## config.mk

```make
export PLATFORM = sky130hd
export DESIGN_NAME = alu_seq_ctrl
export DESIGN_NICKNAME = d
export VERILOG_FILES = /design/src/rtl/alu_pkg.sv /design/src/rtl/seq_edge_det.sv /design/src/rtl/alu_seq_ctrl.sv
export SDC_FILE = /design/constraint.sdc
export NUM_CORES = 1
export LEC_CHECK = 0
export BUFFER_PORTS_ARGS = -buffer_cell sky130_fd_sc_hd__buf_2
export CAP_MARGIN = 0
export CORE_ASPECT_RATIO = 1.5
export CORE_MARGIN = 3
export CORE_UTILIZATION = 30
export DETAILED_ROUTE_END_ITERATION = 10
export SETUP_SLACK_MARGIN = 0.5
export SKIP_CTS_REPAIR_TIMING = 1
export SYNTH_ARGS = -nofsm -noshare
export SYNTH_HDL_FRONTEND = slang
export SYNTH_SLANG_ARGS = --single-unit
export TNS_END_PERCENT = 100
```

## constraint.sdc

```tcl
create_clock -name clk -period 1.55 [get_ports clk]
set_input_delay 0.0775 -clock clk [delete_from_list [all_inputs] [get_ports clk]]
set_output_delay 0.0775 -clock clk [all_outputs]
set_load 0.01 [all_outputs]
```

## src/rtl/alu_pkg.sv

```systemverilog
// Shared types and defaults for the bit-serial ALU sequencer.
package alu_pkg;

  localparam int DEF_WIDTH   = 8;
  localparam int DEF_RST_CYC = 2;
  localparam int DEF_OPW     = 3;
  localparam int BIT_IDX_W   = $clog2(DEF_WIDTH);

  typedef enum logic [2:0] {
    IDLE  = 3'd0,
    RST   = 3'd1,
    LOAD  = 3'd2,
    SHIFT = 3'd3,
    DONE  = 3'd4
  } state_e;

endpackage

```

## src/rtl/seq_edge_det.sv

```systemverilog
// Rising-edge detector for level start/trigger inputs; the history flop clears on reset.
module seq_edge_det (
  input  logic clk,
  input  logic rst,
  input  logic sig_i,
  output logic rise_o
);

  logic sig_q;

  // History of the input, one cycle behind.
  always_ff @(posedge clk) begin
    if (rst) begin
      sig_q <= 1'b0;
    end else begin
      sig_q <= sig_i;
    end
  end

  assign rise_o = sig_i & ~sig_q;

endmodule

```

## src/rtl/alu_seq_ctrl.sv

```systemverilog
// Command sequencer for the bit-serial ALU: reset pulse, operand load, WIDTH
// serial bit cycles and a done strobe, with a muxlast-versus-counter cross-check.
module alu_seq_ctrl
  import alu_pkg::*;
#(
  parameter int WIDTH   = DEF_WIDTH,
  parameter int RST_CYC = DEF_RST_CYC,
  parameter int OPW     = DEF_OPW
) (
  input  logic                     clk,
  input  logic                     rst,
  input  logic                     on,
  input  logic [OPW-1:0]           op,
  input  logic                     muxlast,
  output logic                     rstsig,
  output logic                     load,
  output logic                     shift_en,
  output logic [$clog2(WIDTH)-1:0] bit_idx,
  output logic                     first_bit,
  output logic                     last_bit,
  output logic [OPW-1:0]           mux_sel,
  output logic                     busy,
  output logic                     done,
  output logic                     err
);

  localparam int IDX_W = $clog2(WIDTH);
  localparam int CNT_W = (RST_CYC > 1) ? $clog2(RST_CYC) : 1;

  localparam logic [IDX_W-1:0] LAST_IDX = IDX_W'(WIDTH - 1);
  localparam logic [IDX_W-1:0] PREV_IDX = IDX_W'(WIDTH - 2);
  localparam logic [CNT_W-1:0] LAST_RST = CNT_W'(RST_CYC - 1);

  state_e           state_q;
  logic [CNT_W-1:0] rst_cnt_q;
  logic [IDX_W-1:0] bit_idx_q;
  logic [OPW-1:0]   mux_sel_q;
  logic             rstsig_q;
  logic             load_q;
  logic             shift_en_q;
  logic             first_bit_q;
  logic             last_bit_q;
  logic             busy_q;
  logic             done_q;
  logic             err_q;
  logic             start_s;

  seq_edge_det u_on_edge (
    .clk    (clk),
    .rst    (rst),
    .sig_i  (on),
    .rise_o (start_s)
  );

  // Sequencer FSM; every output is a flop updated alongside the state.
  always_ff @(posedge clk) begin
    if (rst) begin
      state_q     <= IDLE;
      rst_cnt_q   <= '0;
      bit_idx_q   <= '0;
      mux_sel_q   <= '0;
      rstsig_q    <= 1'b0;
      load_q      <= 1'b0;
      shift_en_q  <= 1'b0;
      first_bit_q <= 1'b0;
      last_bit_q  <= 1'b0;
      busy_q      <= 1'b0;
      done_q      <= 1'b0;
      err_q       <= 1'b0;
    end else begin
      case (state_q)
        IDLE: begin
          if (start_s) begin
            state_q   <= RST;
            rst_cnt_q <= '0;
            mux_sel_q <= op;
            err_q     <= 1'b0;
            rstsig_q  <= 1'b1;
            busy_q    <= 1'b1;
          end
        end
        RST: begin
          if (rst_cnt_q == LAST_RST) begin
            state_q  <= LOAD;
            rstsig_q <= 1'b0;
            load_q   <= 1'b1;
          end else begin
            rst_cnt_q <= rst_cnt_q + CNT_W'(1);
          end
        end
        LOAD: begin
          state_q     <= SHIFT;
          load_q      <= 1'b0;
          shift_en_q  <= 1'b1;
          bit_idx_q   <= '0;
          first_bit_q <= 1'b1;
          last_bit_q  <= 1'b0;
        end
        SHIFT: begin
          // The datapath's final-bit flag must track our own counter exactly.
          if (muxlast != last_bit_q) begin
            err_q <= 1'b1;
          end
          first_bit_q <= 1'b0;
          if (bit_idx_q == LAST_IDX) begin
            state_q    <= DONE;
            shift_en_q <= 1'b0;
            bit_idx_q  <= '0;
            last_bit_q <= 1'b0;
            done_q     <= 1'b1;
          end else begin
            bit_idx_q  <= bit_idx_q + IDX_W'(1);
            last_bit_q <= (bit_idx_q == PREV_IDX);
          end
        end
        DONE: begin
          state_q <= IDLE;
          done_q  <= 1'b0;
          busy_q  <= 1'b0;
        end
        default: begin
          state_q     <= IDLE;
          rst_cnt_q   <= '0;
          bit_idx_q   <= '0;
          rstsig_q    <= 1'b0;
          load_q      <= 1'b0;
          shift_en_q  <= 1'b0;
          first_bit_q <= 1'b0;
          last_bit_q  <= 1'b0;
          busy_q      <= 1'b0;
          done_q      <= 1'b0;
        end
      endcase
    end
  end

  assign rstsig    = rstsig_q;
  assign load      = load_q;
  assign shift_en  = shift_en_q;
  assign bit_idx   = bit_idx_q;
  assign first_bit = first_bit_q;
  assign last_bit  = last_bit_q;
  assign mux_sel   = mux_sel_q;
  assign busy      = busy_q;
  assign done      = done_q;
  assign err       = err_q;

endmodule

```

Yosys cells after proc, flatten, opt, wreduce, memory -nomap -nowiden
Cells that the tools add are included.
Word-level totals
  register bits: 19
  input port bits: 7
  output and inout port bits: 14
  word-level logic and storage cells: 73
Operators by class
  add/sub/neg operators: 2
  eq/ne operators: 11
  muxes and demuxes: 24
  bitwise logic cells: 7
  reduce and logical (&&, ||, !) cells: 16
Operators with widths (count)
  3-bit OR reduction: 5
  3-bit two-way mux: 4
  1-bit case mux with 2 select lines: 6
  3-bit case mux with 4 select lines: 1
  2-bit AND reduction: 6
  3-bit == test, second input constant: 3
  1-bit two-way mux: 9
  1-bit case mux with 3 select lines: 3
  3-bit AND reduction: 3
  2-bit inequality test, second input constant: 4
  3-bit by 2-bit == test with 1-bit output, second input constant: 2
  1-bit NOT: 6
  3-bit case mux with 2 select lines: 1
  3-bit by 1-bit adder with 3-bit output, second input constant: 1
  3-bit by 1-bit == test with 1-bit output, second input constant: 1
  3-bit zero test: 1
  2-bit nonzero test: 1
  1-bit adder, second input constant: 1
  1-bit bitwise AND: 1
  1-bit inequality test: 1

Logic depth before layout (Yosys ltp)
  depth in word-level cells: 4
  gate-level depth with buffers: 5
  mapped depth without buffers: 5

Hierarchy
Synthesis repeated with hierarchy kept, for this count alone.
Unflattened totals
  cell total of the unflattened synthesis: 96
  area total of the unflattened synthesis: 884.6 um^2
By module, submodules not included
  alu_seq_ctrl: instances 1, cells an instance 93, area each 837.1 um^2, sequential area each 360.3 um^2
  seq_edge_det: instances 1, cells an instance 3, area each 47.5 um^2, sequential area each 20.0 um^2

Worst setup path before layout
No wires, ideal clock.
  path kind: register to register
  start: reg bit_idx_q[0], in the netlist bit_idx[0]
  end: reg bit_idx_q[2], in the netlist bit_idx[2]
  library setup time: 117 ps
  arrival time: 1157 ps
  data required time: 1433 ps
  slack: 276 ps
  stages on the path, launching flop included: 6
  path buffers: 0
  clock period less this slack: 1274 ps
  cell sequence: dfxtp_1 -> ha_1 -> ha_1 -> nand3_1 -> o21ai_0 -> a32o_1
On the way
  longest elaborated chain between the ends: 3
  elaborated cells between the ends (all ways): 4
  classes of those cells: add/sub (1); eq/ne (1); mux (2)
RTL lines
  start: declaration: line alu_seq_ctrl.sv:36  | logic [IDX_W-1:0] bit_idx_q;
  start signal: assignment: line alu_seq_ctrl.sv:112  | bit_idx_q <= bit_idx_q + IDX_W'(1);
  3-bit by 1-bit adder with 3-bit output or 3-bit == test (tied branches): line alu_seq_ctrl.sv:112, alu_seq_ctrl.sv:105
  3-bit two-way mux (*): line alu_seq_ctrl.sv:105  | if (bit_idx_q == LAST_IDX) begin
  3-bit case mux with 2 select lines (*): line alu_seq_ctrl.sv:71  | case (state_q)
Every way passes the cells marked *; elsewhere a longest branch is shown, timed or not.
A chain may end at the register's enable or synchronous reset.

Final worst setup path
  start: reg bit_idx_q[1], in the netlist bit_idx[1]
  end: reg shift_en_q, in the netlist shift_en
On the way
  longest elaborated chain between the ends: 3
RTL lines
  3-bit == test: line alu_seq_ctrl.sv:105
  2-bit inequality test (no source line)
  2-bit AND reduction (no source line)
  end signal: assignment: line alu_seq_ctrl.sv:94  | shift_en_q <= 1'b1;
  end signal: assignment: line alu_seq_ctrl.sv:107  | shift_en_q <= 1'b0;
  end signal: assignment: line alu_seq_ctrl.sv:127  | shift_en_q <= 1'b0;
  end: declaration: line alu_seq_ctrl.sv:40  | logic shift_en_q;
Every way passes these cells.

==> flow_summary_export.csv <==
group,metric,value,unit
drt,num_vias,792,
floorplanning,core_area,0.00276,sq mm
grt,grt_max_degree,13,
synth,ys_ff_latch,19,
cts,cts_root_buf,"clkbuf_8",
cts,htree_levels,1,
layout,area_growth,41.8,%
synth,yosysUniqueCellTypes,34,
sta,finClkSkew,0.00242,ns
power_and_ir_drop,power,1.11,mW
placement,port_buffers,20,
synth,synth-async-reset-ratio,0,%
floorplanning,start_util,32.4,%
setup_path,cp_data_required_time,1.74,ns
run_status,status,"complete, no violations",
setup_path,worst_setup_path_start_kind,"flip-flop",
cts,clkTransAtPathRegs,0.07,ns
drt,ant_nets,0,
layout,fin_nets,139,
synth,synth_most_common_cell,"dfxtp_1",
sta,timing.final.crit_share,80.6,%
drt,drc,0,
synth,ys.flop_type,"dfxtp_1",
synth,yosysTopAreaCell,"dfxtp_1",
sta,max_clock_freq,0.800,GHz
hold_path,hold_path.class,"in -> reg",
floorplanning,die_area,0.00369,sq mm
grt,grt_use_total,12.0,%
drt,wire_per_inst,13.8,microns
setup_path,critPathMaxFanout,5,
job,maxCapViolations,0,
grt,grt_pass1_vias,738,
synth,synth_cells,95,
cts,clk_latency,0.26,ns
floorplanning,die_w,50.6,microns
synth,synth_nets,106,
grt,antenna_found_initial,0,
layout,diodes,0,
power_and_ir_drop,powerDensity,873,mW/mm^2
sta,tightestPinTransition,0.359,ns
sta,hold_viol,0,
power_and_ir_drop,combPwrFrac,19.5,%
layout,nFillCells,287,
cts,clockBufferDepth,2,
synth,syn_area,895,sq um
floorplanning,rows,23,
grt,grt_pass1_wl,3300,microns
cts,cts-buffers-inserted,3,
synth,yosysTopAreaCellShare,42.5,%
floorplanning,die_y,72.9,microns
power_and_ir_drop,p_sw,0.296,mW
layout,drive_above_1_share,49.6,%
power_and_ir_drop,switching_share,26.7,%
sta,drv_slew,0,
placement,dp_hpwl,1460,microns
synth,yosysWarnings,0,
synth,netlist_top_cells_area,"dfxtp_1 43%, ha_1 5.6%, mux2i_1 5.6%, nand2_1 4.2%, a21oi_1 3.4%",
power_and_ir_drop,vdd_ir_drop_max,0.000405,V
synth,synth_common_cells,"19 x dfxtp_1, 10 x nand2_1, 6 x a21oi_1, 5 x mux2i_1, 5 x nor2_1",
drt,drtIter0Drc,28,
grt,globalRouteOverflowTotal,0,
sta,slew_headroom,76.0,%
synth,synth_seq_area_share,42.5,%
placement,gp_congestion,0.686,
synth,synth_edf_count,0,
drt,routed_wl,2260,microns
synth,avgSynthCellArea,9.42,sq um
setup_path,end_kind,"flip-flop",
drt,firstDrtPassIters,4,
sta,timing.hold.ws,0.0566,ns
power_and_ir_drop,p_int,0.812,mW
setup_path,critPathKind,"reg -> reg",
power_and_ir_drop,power.leakage,0.540,nW
sta,finalCriticalPeriod,1.25,ns
sta,finalSetupViolCount,0,
drt,viasPerCell,4.83,
sta,rsz0062_at_grt,"yes",
setup_path,worstPathArrival,1.44,ns
power_and_ir_drop,clockPowerShare,31.5,%
cts,clkSinkCount,19,
floorplanning,pin_count,21,
cts,cts_tree,"done",
power_and_ir_drop,seq_power_share,49.0,%
sta,setup_tns,0,ns
per-stage QoR:
stage | util, % | setup WS [ns] | cells | instance area [sq um]
2_1_floorplan | - | 0.377 | 95 | 926
3_3_place_gp | 38.0 | 0.290 | 150 | 1050
3_5_place_dp | 38.0 | 0.264 | 150 | 1050
4_1_cts | 39.7 | 0.266 | 154 | 1100
5_1_grt | 45.9 | 0.254 | 164 | 1270
6_report | 45.9 | 0.300 | 164 | 1270
path summary, 6_finish.rpt:
| kind | cells past startpoint | to | slack [ns] | startpoint |
|---|---|---|---|---|
| min reg2reg | 2 | mux_sel[2] | 0.46 | mux_sel[2] |
| min | 3 | mux_sel[2] | 0.06 | op[2] |
| max reg2reg | 6 | shift_en | 0.30 | bit_idx[1] |
| max | 6 | shift_en | 0.30 | bit_idx[1] |
kinds of logic (layout without fill, tap and decap cells):
logic type	count (synthesis)	after routing	synth area share, %
adder cells (fa/ha/maj)	4	4	5.59
XOR/XNOR	1	1	0.979
buffers and inverters	10	42	6.57
multiplexers	5	5	5.59
AO/OA/AOI/OAI	22	22	17.3
AND/OR/NAND/NOR	34	34	21.4
flip-flops	19	19	42.5
per-layer routing:
layer | up-vias | routed length (microns) | global-route usage (%)
li1 | 397 | - | -
met1 | 363 | 920 | 13.9
met2 | 26 | 1160 | 19.8
met3 | 6 | 126 | 2.66
met4 | 0 | 55 | 7.49
met5 | - | 0 | 0
cell type report:
class | count | area, sq um | area share [%]
Inverter | 5 | 18.8 | 1.48
Multi-Input combinational cell | 66 | 546 | 43.0
Timing Repair Buffer | 33 | 213 | 16.8
Sequential cell | 19 | 400 | 31.6
Tap cell | 37 | 46.3 | 3.65
Clock buffer | 4 | 45.0 | 3.55
placed cells by master (no fill, tap or decap), drive strengths merged, types with 2 or more instances in the layout:
cell / count
a21oi: 6
a32o: 3
nand2: 10
o22ai: 2
mux2i: 5
or2: 2
clkbuf: 4
o21ai: 3
nor3: 3
nor2b: 4
o21a: 2
buf: 33
nor2: 5
ha: 4
dfxtp: 19
nand2b: 2
and2: 2
inv: 4
critical path, stage by stage (launching register included):
cell and delay (ns):
dfxtp_4 0.37, ha_4 0.17, ha_4 0.16, buf_4 0.13, a21oi_2 0.12, o21ai_1 0.08, a21oi_1 0.16
power groups by stage:
stage / Clock [mW] / Sequential, mW / Combinational [mW]
floorplan: 0 / 0.556 / 0.0995
global placement: 0 / 0.551 / 0.154
detailed placement: 0 / 0.552 / 0.156
CTS: 0.361 / 0.541 / 0.156
global route: 0.380 / 0.546 / 0.236
finish: 0.349 / 0.542 / 0.216
Note: power is estimated with default switching activity, not from simulation.
